[src/rtl/parity_pkg.sv]
// Shared constants for the parity frame blocks: FSM encoding and mode selects.
package parity_pkg;

    localparam logic [1:0] ST_IDLE   = 2'd0;
    localparam logic [1:0] ST_ACCUM  = 2'd1;
    localparam logic [1:0] ST_RESULT = 2'd2;

    localparam logic PAR_EVEN = 1'b0;
    localparam logic PAR_ODD  = 1'b1;
    localparam logic MODE_GEN = 1'b0;
    localparam logic MODE_CHK = 1'b1;

endpackage

[src/rtl/parity_frame_engine_if.sv]
// Beat input stream and frame result stream of the parity frame engine.
// Both streams use valid/ready: a transfer happens on a rising edge where valid and ready
// are both high; a producer holds valid and its payload stable until that transfer.
interface parity_frame_engine_if #(
    parameter int DATA_W = 4
);
    logic              in_valid;
    logic              in_ready;
    logic [DATA_W-1:0] in_data;
    logic              in_par;
    logic              out_valid;
    logic              out_ready;
    logic              out_par;
    logic              out_err;

    modport master (
        output in_valid, in_data, in_par, out_ready,
        input  in_ready, out_valid, out_par, out_err
    );

    modport slave (
        input  in_valid, in_data, in_par, out_ready,
        output in_ready, out_valid, out_par, out_err
    );
endinterface

[src/rtl/parity_xor_reduce.sv]
// Combinational XOR reduction of one data word, optionally inverted (odd parity / carry-in).
module parity_xor_reduce #(
    parameter int DATA_W = 4
) (
    input  logic [DATA_W-1:0] data_i,
    input  logic              invert_i,
    output logic              par_o
);
    assign par_o = (^data_i) ^ invert_i;
endmodule

[src/rtl/parity_frame_engine.sv]
// Frame parity generator/checker: XOR-accumulates FRAME_LEN beats, emits one result per frame
// and keeps a saturating count of accepted results flagged as errors.
module parity_frame_engine
    import parity_pkg::*;
#(
    parameter int DATA_W    = 4,
    parameter int FRAME_LEN = 4,
    parameter int CNT_W     = 8
) (
    input  logic                  clk,
    input  logic                  rst_n,
    input  logic                  odd_mode,
    input  logic                  check_mode,
    parity_frame_engine_if.slave  bus,
    output logic [CNT_W-1:0]      err_count,
    output logic                  busy,
    output logic [1:0]            dbg_state
);
    localparam int BCW = $clog2(FRAME_LEN) + 1;
    localparam logic [BCW-1:0] LAST_CNT = BCW'(FRAME_LEN - 1);

    logic [1:0]       state_q, state_d;
    logic             acc_q, acc_d;
    logic [BCW-1:0]   beat_cnt_q, beat_cnt_d;
    logic             odd_q, odd_d;
    logic             chk_q, chk_d;
    logic             out_par_q, out_par_d;
    logic             out_err_q, out_err_d;
    logic [CNT_W-1:0] err_count_q, err_count_d;

    logic odd_eff, chk_eff, par_full, beat_acc, res_acc, is_last;

    // Modes come straight from the pins on the first beat, from the latched copy afterwards.
    assign odd_eff = (state_q == ST_IDLE) ? odd_mode   : odd_q;
    assign chk_eff = (state_q == ST_IDLE) ? check_mode : chk_q;

    // par_full is the frame parity including this beat; acc_q is zero in IDLE.
    parity_xor_reduce #(.DATA_W(DATA_W)) u_reduce (
        .data_i   (bus.in_data),
        .invert_i (acc_q ^ odd_eff),
        .par_o    (par_full)
    );

    always_comb begin
        state_d     = state_q;
        acc_d       = acc_q;
        beat_cnt_d  = beat_cnt_q;
        odd_d       = odd_q;
        chk_d       = chk_q;
        out_par_d   = out_par_q;
        out_err_d   = out_err_q;
        err_count_d = err_count_q;

        bus.in_ready  = (state_q != ST_RESULT);
        bus.out_valid = (state_q == ST_RESULT);
        bus.out_par   = out_par_q;
        bus.out_err   = out_err_q;
        busy          = (state_q != ST_IDLE);

        beat_acc = bus.in_valid & bus.in_ready;
        res_acc  = bus.out_valid & bus.out_ready;
        is_last  = (state_q == ST_IDLE) ? (FRAME_LEN == 1) : (beat_cnt_q == LAST_CNT);

        case (state_q)
            ST_IDLE, ST_ACCUM: begin
                if (beat_acc) begin
                    acc_d      = par_full ^ odd_eff;
                    beat_cnt_d = beat_cnt_q + BCW'(1);
                    if (state_q == ST_IDLE) begin
                        odd_d = odd_mode;
                        chk_d = check_mode;
                    end
                    if (is_last) begin
                        state_d   = ST_RESULT;
                        out_par_d = par_full;
                        out_err_d = (chk_eff == MODE_CHK) & (par_full ^ bus.in_par);
                    end else begin
                        state_d = ST_ACCUM;
                    end
                end
            end
            ST_RESULT: begin
                if (res_acc) begin
                    state_d    = ST_IDLE;
                    acc_d      = 1'b0;
                    beat_cnt_d = '0;
                    if (out_err_q && !(&err_count_q))
                        err_count_d = err_count_q + CNT_W'(1);
                end
            end
            default: state_d = ST_IDLE;
        endcase
    end

    always_ff @(posedge clk) begin
        if (!rst_n) begin
            state_q     <= ST_IDLE;
            acc_q       <= 1'b0;
            beat_cnt_q  <= '0;
            odd_q       <= PAR_EVEN;
            chk_q       <= MODE_GEN;
            out_par_q   <= 1'b0;
            out_err_q   <= 1'b0;
            err_count_q <= '0;
        end else begin
            state_q     <= state_d;
            acc_q       <= acc_d;
            beat_cnt_q  <= beat_cnt_d;
            odd_q       <= odd_d;
            chk_q       <= chk_d;
            out_par_q   <= out_par_d;
            out_err_q   <= out_err_d;
            err_count_q <= err_count_d;
        end
    end

    assign err_count = err_count_q;
    assign dbg_state = state_q;
endmodule

[src/flat_wrapper.sv]
// flat-port wrapper written by rule: the top's interface ports become plain ports
module parity_frame_engine_flat import parity_pkg::*;
#(
    parameter int DATA_W    = 4,
    parameter int FRAME_LEN = 4,
    parameter int CNT_W     = 8
)
  (clk, rst_n, odd_mode, check_mode, err_count, busy, dbg_state, bus_in_valid, bus_in_data, bus_in_par, bus_out_ready, bus_in_ready, bus_out_valid, bus_out_par, bus_out_err);
  parity_frame_engine_if #(.DATA_W(DATA_W)) bus_i ();
  input  logic clk;
  input  logic rst_n;
  input  logic odd_mode;
  input  logic check_mode;
  output logic [CNT_W-1:0] err_count;
  output logic busy;
  output logic [1:0] dbg_state;
  input wire logic [$bits(bus_i.in_valid)-1:0] bus_in_valid;
  input wire logic [$bits(bus_i.in_data)-1:0] bus_in_data;
  input wire logic [$bits(bus_i.in_par)-1:0] bus_in_par;
  input wire logic [$bits(bus_i.out_ready)-1:0] bus_out_ready;
  output wire logic [$bits(bus_i.in_ready)-1:0] bus_in_ready;
  output wire logic [$bits(bus_i.out_valid)-1:0] bus_out_valid;
  output wire logic [$bits(bus_i.out_par)-1:0] bus_out_par;
  output wire logic [$bits(bus_i.out_err)-1:0] bus_out_err;
  assign bus_i.in_valid = bus_in_valid;
  assign bus_i.in_data = bus_in_data;
  assign bus_i.in_par = bus_in_par;
  assign bus_i.out_ready = bus_out_ready;
  assign bus_in_ready = bus_i.in_ready;
  assign bus_out_valid = bus_i.out_valid;
  assign bus_out_par = bus_i.out_par;
  assign bus_out_err = bus_i.out_err;
  parity_frame_engine #(.DATA_W(DATA_W), .FRAME_LEN(FRAME_LEN), .CNT_W(CNT_W)) u_core (.clk(clk), .rst_n(rst_n), .odd_mode(odd_mode), .check_mode(check_mode), .bus(bus_i), .err_count(err_count), .busy(busy), .dbg_state(dbg_state));
endmodule
[config.mk]
export PLATFORM = sky130hd
export DESIGN_NAME = parity_frame_engine_flat
export DESIGN_NICKNAME = d
export VERILOG_FILES = /design/src/rtl/parity_pkg.sv /design/src/rtl/parity_frame_engine_if.sv /design/src/rtl/parity_xor_reduce.sv /design/src/rtl/parity_frame_engine.sv /design/src/flat_wrapper.sv
export SDC_FILE = /design/constraint.sdc
export NUM_CORES = 1
export LEC_CHECK = 0
export BUFFER_PORTS_ARGS = -buffer_cell sky130_fd_sc_hd__buf_2
export CAP_MARGIN = 20
export CELL_PAD_IN_SITES_DETAIL_PLACEMENT = 0
export CELL_PAD_IN_SITES_GLOBAL_PLACEMENT = 1
export CORE_MARGIN = 2
export CORE_UTILIZATION = 36
export CTS_CLUSTER_DIAMETER = 60
export DETAILED_ROUTE_END_ITERATION = 8
export PLACE_DENSITY = 0.88
export SYNTH_ARGS = -nofsm -noshare
export SYNTH_HDL_FRONTEND = slang
export SYNTH_SLANG_ARGS = --single-unit
[constraint.sdc]
create_clock -name clk -period 1.7 [get_ports clk]
set_input_delay 0.17 -clock clk [delete_from_list [all_inputs] [get_ports clk]]
set_output_delay 0.17 -clock clk [all_outputs]
set_load 0.01 [all_outputs]
== After elaboration in Yosys (flattened, before gate mapping) ==
Cells that the tools add are included.

* Add/sub/neg operators: 2
* Bitwise operators: 7
* Eq/ne operators: 6
* Reductions and logical operators: 13
* Muxes and demuxes: 13

{| class="wikitable"
|+ Operator list
! operator !! number
|-
| 3-bit AND reduction || 3
|-
| 8-bit by 1-bit adder with 8-bit output (second input constant) || 1
|-
| 8-bit AND reduction || 1
|-
| 2-bit two-way mux || 3
|-
| 3-bit two-way mux || 2
|-
| 3-bit case mux with 2 select lines || 1
|-
| 1-bit two-way mux || 5
|-
| 2-bit by 1-bit != test with 1-bit output (second input constant) || 2
|-
| 2-bit case mux with 2 select lines || 1
|-
| 2-bit AND reduction || 2
|-
| 2-bit nonzero test || 2
|-
| 4-bit XOR reduction || 1
|-
| 1-bit XOR || 4
|-
| 3-bit by 1-bit adder with 3-bit output (second input constant) || 1
|-
| 1-bit bitwise AND || 3
|-
| 3-bit by 2-bit == test with 1-bit output (second input constant) || 1
|-
| 2-bit by 1-bit == test with 1-bit output (second input constant) || 1
|-
| 2-bit == test (second input constant) || 1
|-
| 2-bit zero test || 1
|-
| 2-bit != test (second input constant) || 1
|-
| 1-bit case mux with 2 select lines || 1
|-
| 2-bit OR reduction || 1
|-
| 1-bit logical AND || 1
|-
| 1-bit zero test || 1
|}

* Flip-flop bits (word level): 18
* Output and inout port bits: 15
* Input bits: 11

== Depth between registers and ports, before layout ==
Gate-level depths: netlist of the first run.

* Depth in word-level cells: 7
* Depth in mapped cells: 6
* Mapped depth without buffers: 6

== Hierarchy ==
A second synthesis of the first run with hierarchy kept.

* Cells, all modules: 101
* Area total of the unflattened synthesis: 897.1 sq um

{| class="wikitable"
|+ By module, submodules not included
! module !! sequential area each (sq um) !! cells an instance !! area an instance (sq um) !! instances
|-
| parity_frame_engine || 360.3 || 98 || 857.1 || 1
|-
| parity_xor_reduce || 0.0 || 3 || 40.0 || 1
|}

== Worst setup path after synthesis of the first run ==
OpenSTA, ideal clock, no wires.

* Path kind: register -> register
* Start point: register u_core.err_count_q[0], in the netlist u_core.err_count[0]
* End point: register u_core.err_count_q[6], in the netlist u_core.err_count[6]
* Setup time: 115 ps
* Arrival: 1517 ps
* Cell stages (with the launch flop): 7
* Slack: 68 ps
* Buffers on the path: 0
* Period minus slack after synthesis: 1632 ps
* Data required time: 1585 ps
* Cells stage by stage: dfxtp_1 > ha_1 > nand2_1 > a2111oi_2 > nand4_1 > xnor2_1 > and2_1

* Longest elaborated chain between the ends: 4
* Elaborated cells between the ends (all ways): 5

{| class="wikitable"
|+ RTL lines
! what !! RTL line !! source
|-
| from (decl) || parity_frame_engine.sv:29 || <nowiki>logic [CNT_W-1:0] err_count_q, err_count_d;</nowiki>
|-
| from (signal assigned) || parity_frame_engine.sv:113 || <nowiki>err_count_q <= err_count_d;</nowiki>
|-
| branches (longest 4 deep; another with 8-bit by 1-bit adder with 8-bit output) || n/a ||
|}

Parallel ways; which one is timed is not known.
A chain may end at the register's enable or synchronous reset.

== Worst setup path after layout of the first run ==
* Start point: register u_core.state_q[0], in the netlist u_core.dbg_state[0]
* End point: register u_core.err_count_q[5], in the netlist u_core.err_count[5]

* Longest elaborated chain between the ends: 3

{| class="wikitable"
|+ RTL lines
! what !! RTL line !! source
|-
| from (decl) || parity_frame_engine.sv:22 || <nowiki>logic [1:0] state_q, state_d;</nowiki>
|-
| from (signal assigned) || parity_frame_engine.sv:106 || <nowiki>state_q <= state_d;</nowiki>
|-
| 2-bit == test (*) || parity_frame_engine.sv:55, parity_frame_engine.sv:64 ||
|-
| 1-bit bitwise AND || parity_frame_engine.sv:61 || <nowiki>res_acc = bus.out_valid & bus.out_ready;</nowiki>
|-
| 3-bit AND reduction (no line) (*) || n/a ||
|}

Mark *: on every way between the ends. The rest lies on a longest branch, timed or not.

==> results of run 1 <==
==> metal layers <==
layer,vias up,part of all wire,track usage
met5,-,0,0
met4,0,0,0.0256
met3,0,0.084,0.0537
met2,29,0.45,0.233
li1,421,-,-
met1,360,0.46,0.183
==> logic make-up after synthesis <==
family	count (synthesis)	synth area share
muxes	3	0.0340
AOI/OAI and AO/OA	13	0.0950
adders and majority gates	3	0.0426
xor gates and xnor gates	11	0.125
DFF	18	0.409
and+or+nand+nor	47	0.261
buffers and inverters	8	0.0340
==> placed cells by master, fill, tap and decap left out, drive strengths merged <==
cell type,instances
and4b,1
nand2,11
a21oi,4
xnor2,9
a2111oi,1
and3,1
o21ai,3
o22ai,1
and2,2
nor3,2
clkbuf,4
and4,1
inv,6
a311oi,1
dfxtp,18
xor2,1
a31oi,3
ha,3
nor2,17
xnor3,1
mux2i,3
nand4,3
buf,31
or2,1
nand3,5
nand2b,2
or4b,1
==> metrics by stage <==
step	hold slack (ps)	utilization
floorplan	292	-
global placement	436	0.476
detailed placement	449	0.476
CTS	123	0.492
global route	138	0.502
finish	126	0.502
==> sequential cells by signal, summed over array words and instances, names as in the netlist <==
| register | cells |
|---|---|
| u_core.err_count | 8 |
| u_core.beat_cnt_q | 3 |
| u_core.dbg_state | 2 |
| u_core.acc_q | 1 |
| u_core.bus.out_err | 1 |
| u_core.bus.out_par | 1 |
| u_core.chk_q | 1 |
| u_core.odd_q | 1 |
==> layout make-up <==
| type | instances | area [sq um] |
|---|---|---|
| Inverter | 6 | 22.5 |
| Sequential cell | 18 | 362 |
| Timing Repair Buffer | 31 | 170 |
| Multi-Input combinational cell | 77 | 507 |
| Tap cell | 28 | 35.0 |
| Clock buffer | 4 | 36.3 |
| Fill cell | 233 | 1120 |
==> where the power goes <==
| part | switching (mW) | total [mW] | internal, mW | leakage, nW |
|---|---|---|---|---|
| Combinational | 0.0551 | 0.117 | 0.0621 | 0.345 |
| Sequential | 0.00715 | 0.441 | 0.434 | 0.147 |
| Clock | 0.138 | 0.268 | 0.131 | 0.0210 |
| Total | 0.200 | 0.827 | 0.627 | 0.512 |
==> final timing paths <==
check | slack, ps | cells after the start | to
worst max-delay path | 110 | 5 | u_core.err_count[5]
worst min register to register | 460 | 2 | u_core.odd_q
worst max register to register | 110 | 5 | u_core.err_count[5]
worst min-delay path | 130 | 3 | u_core.chk_q
==> worst register-to-register path, stage by stage, from the launching register on <==
cell      delay, ps
dfxtp_1         380
and4b_1         310
nand4_1         170
a311oi_1        400
xnor2_1         170
nor2_1           50
==> synthesized netlist by cell type, types with 3 or more instances <==
library cell and number:
dfxtp_1 18, nor2_1 16, nand2_1 11, xnor2_1 9, inv_1 6, nand3_1 5, a21oi_1 4, a31oi_1 3
ha_1 3, mux2i_1 3, nand4_1 3
==> what timing repair did <==
action / 4_1_cts / 5_1_grt
resized for setup: 0 / 3
endpoints found under the setup margin: 0 / 4
setup buffers: 0 / 1
==> results.yml, run 1 <==
synth:
  synth.largest_area_cell: "dfxtp_1"
  mappedNetlistNets: 117
  synth_sequential_area_ratio: 0.409
  synth_area_sq_um: 882
  post_synth_num_cell_types: 28
  synth_top_area_frac: 0.409
  post_synth.cell_area_avg_sq_um: 8.56
  synth-seq-cells: 18
  yosysWarnings: 0
  syn-instance-count: 103
  ys.flop_type: "dfxtp_1"
  fraction_of_registers_with_async_set_or_reset_after_synthesis: 0
  number_of_synthesized_flops_with_an_enable_pin: 0
  synth.area.top_cells: "dfxtp_1 (41%), xnor2_1 (8.9%), nor2_1 (6.8%)"
setup_path:
  worst_setup_path_startpoint: "u_core.dbg_state[0]"
  worst_setup_path_end_kind: "flip-flop"
  timing.critical_path.cells: "and4b_1 > nand4_1 > a311oi_1 > xnor2_1 > nor2_1"
  crit_slowest_cell: "a311oi_1"
  worst_setup_path_start_kind: "flip-flop"
  max_stage_delay_ps: 400
  reg2reg_from: "u_core.dbg_state[0]"
  arrival_ps: 1770
  critPathTopFamily: "simple AND/OR/NAND/NOR gates"
  timing.setup.critical_path_class: "flip-flop to flip-flop"
  crit_path_max_fanout: 7
  critical_path_buf_inv_count: 0
  cp_data_required_time_ps: 1880
power_and_ir_drop:
  cellPowerDensity_nw_per_um2: 730
  total_leakage_power_nw: 0.512
  total_power_mw: 0.827
  worst_ir_drop_vdd_uv: 471
sta:
  hold_violation_total_from_the_final_report: 0
  fmax_mhz: 628
  drv_slew: 0
  layout_worst_path_cycle_share: 0.937
  fin_tns_setup_ps: 0
  postLayoutSetupSlackWorst_ps: 107
  final-setup-viol-count: 0
  final_setup_skew_ps: 2.05
  slew-limit-headroom: 0.684
  finalWorstPathRequiredPeriod_ps: 1590
  tightestPinTransition_ps: 473
grt:
  grt_pass1_vias: 668
  grt_usage: 0.143
  antenna_violations_before_repair: 0
  maximum_number_of_pins_on_one_net_before_global_route_repair: 15
  grt-ovfl-total: 0
  grt_pass1_wl_mm: 2.93
route:
  dr.pass1.iters: 4
  first_iter_violations: 13
  drtAntennaViolNets: 0
  vias_per_cell: 4.94
  finalWirelength_mm: 1.90
  detail_route.wl_per_cell_um: 11.6
  num_vias: 810
  drc: 0
final_layout:
  post_layout_nonfiller_instances: 164
  design_area_sq_um: 1130
  final_net_count: 151
  area_growth_pct: 28.4
  antenna_cells: 0
  fraction_of_layout_cells_with_a_size_suffix_above_1: 0.301
status:
  run_status: "completed"
die:
  core_area_sq_um: 2250
  initial_utilization: 0.391
  design.die.area_sq_um: 2860
  num_rows: 17
  die_width_um: 53.5
  top_level_ports: 26
  die_h_um: 53.5
clock_tree:
  number_of_buffers_created_by_cts: 3
  cts_htree_levels: 1
  tritoncts: "yes"
  clock_path_buffers: 2
  clk-insertion-delay-late_ps: 290
  worst_setup_hold_path_clk_slew_ps: 110
  clkSinkCount: 18
  cts_hold_repair.buffers: 0
  clock-root-buffer: "clkbuf_4"
place:
  placed_cells: 159
  routabilityCongestion: 0.758
  port_buffers: 25
  dp_hpwl_mm: 1.44
  placement.setup.worst_slack_ps: 70.8
  place_area_sq_um: 1070
hold_path:
  worstHoldPathType: "input port to flip-flop"
  hold_start: "check_mode"
job:
  maxCapViolCount: 0
(Power assumes the default switching activity.)
==> run 2: changes to the inputs <==
--- a/config.mk
+++ b/config.mk
@@ -5,6 +5,7 @@
 export SDC_FILE = /design/constraint.sdc
 export NUM_CORES = 1
 export LEC_CHECK = 0
+export ABC_AREA = 1
 export BUFFER_PORTS_ARGS = -buffer_cell sky130_fd_sc_hd__buf_2
 export CAP_MARGIN = 20
 export CELL_PAD_IN_SITES_DETAIL_PLACEMENT = 0
@@ -14,6 +15,7 @@
 export CTS_CLUSTER_DIAMETER = 60
 export DETAILED_ROUTE_END_ITERATION = 8
 export PLACE_DENSITY = 0.88
+export SKIP_CTS_REPAIR_TIMING = 1
 export SYNTH_ARGS = -nofsm -noshare
 export SYNTH_HDL_FRONTEND = slang
 export SYNTH_SLANG_ARGS = --single-unit
==> constraint.sdc (replaced) <==
create_clock -name clk -period 1.8 [get_ports clk]
set_input_delay 0.18 -clock clk [delete_from_list [all_inputs] [get_ports clk]]
set_output_delay 0.18 -clock clk [all_outputs]
set_load 0.01 [all_outputs]
==> run 2 against run 1 <==
Compared with the run above:
- hold slack got worse by 12 ps
- largest cell class unchanged
- synthesized cell count is 46% higher
- area after synthesis rose by 17%
==> results.yml, run 2 <==
place:
  routabilityCongestion: 0.855
  placement.setup.worst_slack_ps: 279
  dp_hpwl_mm: 1.65
  placed_cells: 205
  port_buffers: 25
  place_area_sq_um: 1190
setup_path:
  worst_setup_path_end_kind: "flip-flop"
  cp_data_required_time_ps: 2000
  worst_r2r_path_depth: 10
  worst_flop_to_flop_path_endpoint: "u_core.err_count[6]"
  r2r_setup_slack_ps: 270
  endpoint: "u_core.err_count[6]"
  crit_path_max_fanout: 6
  crit_slowest_cell: "dfxtp_1"
  critPathTopFamily: "simple AND/OR/NAND/NOR gates"
  worst_setup_path_start_kind: "flip-flop"
  reg2reg_from: "u_core.err_count[0]"
  critical_path_depth: 10
  arrival_ps: 1730
  max_stage_delay_ps: 400
  timing.critical_path.cells: "ha_1 > nand3_1 > nor2_1 > nand2_1 > nand3_4 > inv_4 > nand2_2 > inv_2 > o21ai_2 > a21oi_2"
  critical_path_buf_inv_count: 2
  worst_setup_path_startpoint: "u_core.err_count[0]"
  timing.setup.critical_path_class: "flip-flop to flip-flop"
clock_tree:
  clock-root-buffer: "clkbuf_4"
  clock_path_buffers: 2
  clk-insertion-delay-late_ps: 300
  worst_setup_hold_path_clk_slew_ps: 110
  cts_htree_levels: 1
  number_of_buffers_created_by_cts: 3
  clkSinkCount: 18
  tritoncts: "yes"
synth:
  most_used_standard_cells_in_the_synthesized_netlist: "nand2_1 (40), inv_1 (25), dfxtp_1 (18)"
  fraction_of_registers_with_async_set_or_reset_after_synthesis: 0
  synth_area_sq_um: 1030
  post_synth.cell_area_avg_sq_um: 6.90
  synth.area.top_cells: "dfxtp_1 (35%), nand2_1 (15%), inv_1 (9.1%)"
  ys.flop_type: "dfxtp_1"
  post_synth_num_cell_types: 27
  yosysWarnings: 0
  synth_sequential_area_ratio: 0.348
  syn-instance-count: 150
  synth.largest_area_cell: "dfxtp_1"
  synth_top_area_frac: 0.348
  number_of_synthesized_flops_with_an_enable_pin: 0
  mappedNetlistNets: 164
  most_numerous_cell_in_the_yosys_netlist: "nand2_1"
  synth-seq-cells: 18
final_layout:
  final_net_count: 193
  post_layout_nonfiller_instances: 209
  final_cell_mix: "nand2_1 (40), inv_1 (25), buf_2 (25), dfxtp_1 (18), nand3_1 (11)"
  design_area_sq_um: 1230
  antenna_cells: 0
  fraction_of_layout_cells_with_a_size_suffix_above_1: 0.242
  layout.cells.most_common: "nand2_1"
  largest_reg_flops: 8
  area_growth_pct: 18.9
  final_core_utilization: 0.450
power_and_ir_drop:
  worst_ir_drop_vdd_uv: 390
  sequential_group_share_of_total_power: 0.535
  power_report.internal_total_mw: 0.574
  power.clock.fraction: 0.330
  total_leakage_power_nw: 0.655
  total_power_mw: 0.784
  net-switching-power_mw: 0.209
  cellPowerDensity_nw_per_um2: 637
  power_frac_comb: 0.135
  power.switching_fraction: 0.267
sta:
  finalWorstPathRequiredPeriod_ps: 1530
  fin_tns_setup_ps: 0
  hold_violation_total_from_the_final_report: 0
  postLayoutSetupSlackWorst_ps: 270
  final-setup-viol-count: 0
  timing.hold.ws_ps: 115
  layout_worst_path_cycle_share: 0.850
  final_setup_skew_ps: 5.24
  rsz0062_at_grt: "no"
  drv_slew: 0
  fmax_mhz: 654
  slew-limit-headroom: 0.742
  tightestPinTransition_ps: 386
grt:
  grt_pass1_wl_mm: 3.64
  antenna_violations_before_repair: 0
  grt_pass1_vias: 908
  maximum_number_of_pins_on_one_net_before_global_route_repair: 14
  grt-ovfl-total: 0
  grt_usage: 0.138
route:
  first_iter_violations: 29
  drc: 0
  detail_route.wl_per_cell_um: 10.2
  finalWirelength_mm: 2.14
  drtAntennaViolNets: 0
  vias_per_cell: 4.81
  dr.pass1.iters: 4
  num_vias: 1006
die:
  initial_utilization: 0.378
  die_h_um: 57.6
  die_width_um: 57.6
  top_level_ports: 26
  num_rows: 19
  design.die.area_sq_um: 3320
  core_area_sq_um: 2730
job:
  maxCapViolCount: 0
hold_path:
  worstHoldPathType: "input port to flip-flop"
  hold_start: "bus_in_valid"
status:
  run_status: "completed"
[run 2: changes by cell type in the layout (fill, tap and decap cells not counted), sizes merged, moves of 6 or more]
cell | previous run | this run
nand2 | 11 | 42
a21oi | 4 | 11
xnor2 | 9 | 1
nand3 | 5 | 12
o21ai | 3 | 9
inv | 6 | 28
buf | 31 | 25
[run 2: worst min-delay path by stage]
stage                     endpoint  cells after the start
2_1_floorplan  u_core.dbg_state[0]                      1
3_3_place_gp   u_core.dbg_state[0]                      2
3_5_place_dp   u_core.dbg_state[0]                      2
4_1_cts        u_core.dbg_state[0]                      2
5_1_grt        u_core.dbg_state[0]                      2
6_report       u_core.dbg_state[0]                      2
[run 2: cells by family (layout without fill, tap and decap cells)]
group / Yosys count / count (layout) / synth area share
simple gates: 71 / 71 / 0.337
buf+inv: 30 / 58 / 0.114
compound gates: 27 / 27 / 0.156
flops: 18 / 18 / 0.348
fa+ha+maj: 3 / 3 / 0.0363
xor+xnor: 1 / 1 / 0.00847
[run 2: power groups by stage]
stage | clock network, mW | registers, mW | logic [mW]
4_1_cts | 0.271 | 0.419 | 0.107
2_1_floorplan | 0 | 0.427 | 0.0737
6_report | 0.258 | 0.419 | 0.106
3_3_place_gp | 0 | 0.428 | 0.104
5_1_grt | 0.283 | 0.421 | 0.124
3_5_place_dp | 0 | 0.428 | 0.106
[run 2: final cells by class]
cell class	count	area, sq um
Clock buffer	4	36.3
Fill cell	281	1500
Inverter	29	113
Multi-Input combinational cell	102	557
Sequential cell	18	360
Tap cell	31	38.8
Timing Repair Buffer	25	125
[run 2: layer usage]
| metal | vias up | routed length [um] | global-route usage |
|---|---|---|---|
| met1 | 431 | 973 | 0.173 |
| li1 | 537 | - | - |
| met3 | 6 | 130 | 0.0446 |
| met5 | - | 0 | 0 |
| met4 | 0 | 45 | 0.0465 |
| met2 | 32 | 990 | 0.224 |
==> run 3: changes to the inputs <==
--- a/config.mk
+++ b/config.mk
@@ -5,16 +5,16 @@
 export SDC_FILE = /design/constraint.sdc
 export NUM_CORES = 1
 export LEC_CHECK = 0
-export ABC_AREA = 1
+export ABC_AREA = 0
 export BUFFER_PORTS_ARGS = -buffer_cell sky130_fd_sc_hd__buf_2
 export CAP_MARGIN = 20
 export CELL_PAD_IN_SITES_DETAIL_PLACEMENT = 0
 export CELL_PAD_IN_SITES_GLOBAL_PLACEMENT = 1
 export CORE_MARGIN = 2
-export CORE_UTILIZATION = 36
+export CORE_UTILIZATION = 32
 export CTS_CLUSTER_DIAMETER = 60
 export DETAILED_ROUTE_END_ITERATION = 8
-export PLACE_DENSITY = 0.88
+export PLACE_DENSITY = 0.83
 export SKIP_CTS_REPAIR_TIMING = 1
 export SYNTH_ARGS = -nofsm -noshare
 export SYNTH_HDL_FRONTEND = slang
==> constraint.sdc (replaced) <==
create_clock -name clk -period 1.24 [get_ports clk]
set_input_delay 0.124 -clock clk [delete_from_list [all_inputs] [get_ports clk]]
set_output_delay 0.124 -clock clk [all_outputs]
set_load 0.01 [all_outputs]
==> run 3 against run 2 <==
Compared with the run above:
- hold slack got worse by 20 ps
- critical endpoint is now u_core.err_count[7]
- largest cell class unchanged
- utilization grew 7.3 points
- flip-flop and latch count stayed put
- the flow now finishes with violations (negative setup slack)
- highest routed layer unchanged
- clock skew rose by 3.9 ps
- routed wire length rose by 1.8%
- total power is 43% higher
- global-route usage is 0.72 points higher
==> results.yml, run 3 (synthesis results as in run 1) <==
die:
  core_area_sq_um: 2690
  initial_utilization: 0.328
  die_width_um: 56.5
  die_h_um: 56.5
  num_rows: 19
  top_level_ports: 26
  design.die.area_sq_um: 3190
sta:
  final_setup_skew_ps: 9.11
  tightestPinTransition_ps: 454
  drv_slew: 0
  layout_worst_path_cycle_share: 1.19
  fmax_mhz: 676
  postLayoutSetupSlackWorst_ps: -240
  rsz0062_at_grt: "yes"
  fin_tns_setup_ps: -1440
  hold_violation_total_from_the_final_report: 0
  slew-limit-headroom: 0.697
  final-setup-viol-count: 15
  finalWorstPathRequiredPeriod_ps: 1480
final_layout:
  post_layout_nonfiller_instances: 187
  antenna_cells: 0
  fraction_of_layout_cells_with_a_size_suffix_above_1: 0.506
  fillCellCount: 270
  largest_reg_flops: 8
  area_growth_pct: 59.1
  layout.cells.most_common: "buf_2"
  final_net_count: 171
  final_cell_mix: "buf_2 (24), buf_4 (20), nor2_1 (14), xnor2_1 (9), dfxtp_1 (9)"
  final_core_utilization: 0.523
place:
  dp_hpwl_mm: 1.70
  routabilityCongestion: 0.810
  port_buffers: 25
  placed_cells: 179
clock_tree:
  cts_htree_levels: 1
  clkSinkCount: 18
  worst_setup_hold_path_clk_slew_ps: 110
  clock-root-buffer: "clkbuf_4"
  clock_path_buffers: 2
  tritoncts: "yes"
  number_of_buffers_created_by_cts: 3
  clk-insertion-delay-late_ps: 300
route:
  num_vias: 898
  detail_route.wl_per_cell_um: 11.6
  first_iter_violations: 18
  finalWirelength_mm: 2.18
  drc: 0
  dr.pass1.iters: 4
  vias_per_cell: 4.80
  drtAntennaViolNets: 0
power_and_ir_drop:
  power.switching_fraction: 0.257
  total_power_mw: 1.12
  net-switching-power_mw: 0.288
  worst_ir_drop_vdd_uv: 528
  cellPowerDensity_nw_per_um2: 800
  power_report.internal_total_mw: 0.834
  sequential_group_share_of_total_power: 0.537
  power.clock.fraction: 0.277
  power_frac_comb: 0.186
  total_leakage_power_nw: 0.644
setup_path:
  worst_setup_path_startpoint: "u_core.dbg_state[0]"
  max_stage_delay_ps: 480
  crit_path_max_fanout: 4
  reg2reg_from: "u_core.dbg_state[0]"
  timing.critical_path.cells: "and4b_1 > nand4_1 > or4b_1 > o21ai_1 > nor2_1"
  crit_slowest_cell: "or4b_1"
  timing.setup.critical_path_class: "flip-flop to flip-flop"
  worst_setup_path_end_kind: "flip-flop"
  cp_data_required_time_ps: 1430
  arrival_ps: 1670
  worst_setup_path_start_kind: "flip-flop"
job:
  maxCapViolCount: 0
grt:
  grt_usage: 0.145
  antenna_violations_before_repair: 0
  grt_pass1_wl_mm: 3.66
  grt_pass1_vias: 867
  maximum_number_of_pins_on_one_net_before_global_route_repair: 15
  grt-ovfl-total: 0
status:
  run_status: "finished, violations left"
  failed_checks: "negative setup slack"
hold_path:
  worstHoldPathType: "input port to flip-flop"
  hold_start: "check_mode"
-- run 3: cell count changes in the layout (fill, tap and decap cells not counted), sizes merged, moves of 5 or more --
cell	previous run	this run
nor2	12	17
xnor2	1	9
o21ai	9	3
a21oi	11	4
nand2	42	11
buf	25	51
inv	28	6
nand3	12	5
-- run 3: worst paths after layout --
path	endpoint	slack, ps	cells past startpoint
max	u_core.err_count[7]	-240	5
min	u_core.chk_q	100	3
min reg2reg	u_core.odd_q	460	2
max reg2reg	u_core.err_count[7]	-240	5
-- run 3: layout make-up --
cell class	count	area (sq um)	area share
multi-input combinational	77	591	0.421
inverter	6	22.5	0.0160
tap	31	38.8	0.0276
sequential	18	377	0.268
clock buffer	4	26.3	0.0187
timing repair buffer	51	349	0.249
-- run 3: worst max-delay path: cells and delay by family, from the launching register on --
family	cells	cell delay (ps)
compound gates	1	80
simple gates	4	930
flops	1	350
-- run 3: metrics by stage --
step / instance area [sq um] / setup slack [ps] / hold slack, ps
floorplan: 928 / -219 / 246
global placement: 1250 / -225 / 398
detailed placement: 1250 / -280 / 405
CTS: 1280 / -283 / 86.3
global route: 1400 / -317 / 95.9
finish: 1400 / -240 / 95.1
-- run 3: power by group through the flow --
stage                     sequential (mW)  combinational, mW  clock (mW)
after floorplan                     0.614              0.115           0
after global placement              0.612              0.177           0
after detailed placement            0.613              0.184           0
after CTS                           0.600              0.185       0.323
after global routing                0.604              0.232       0.343
final                               0.603              0.209       0.311
-- run 3: per-layer routing --
| metal | vias to the layer above | track usage | routed length (um) |
|---|---|---|---|
| met4 | 0 | 0.0544 | 40 |
| met1 | 401 | 0.170 | 988 |
| met3 | 4 | 0.0507 | 130 |
| li1 | 460 | - | - |
| met2 | 33 | 0.243 | 1020 |
| met5 | - | 0 | 0 |
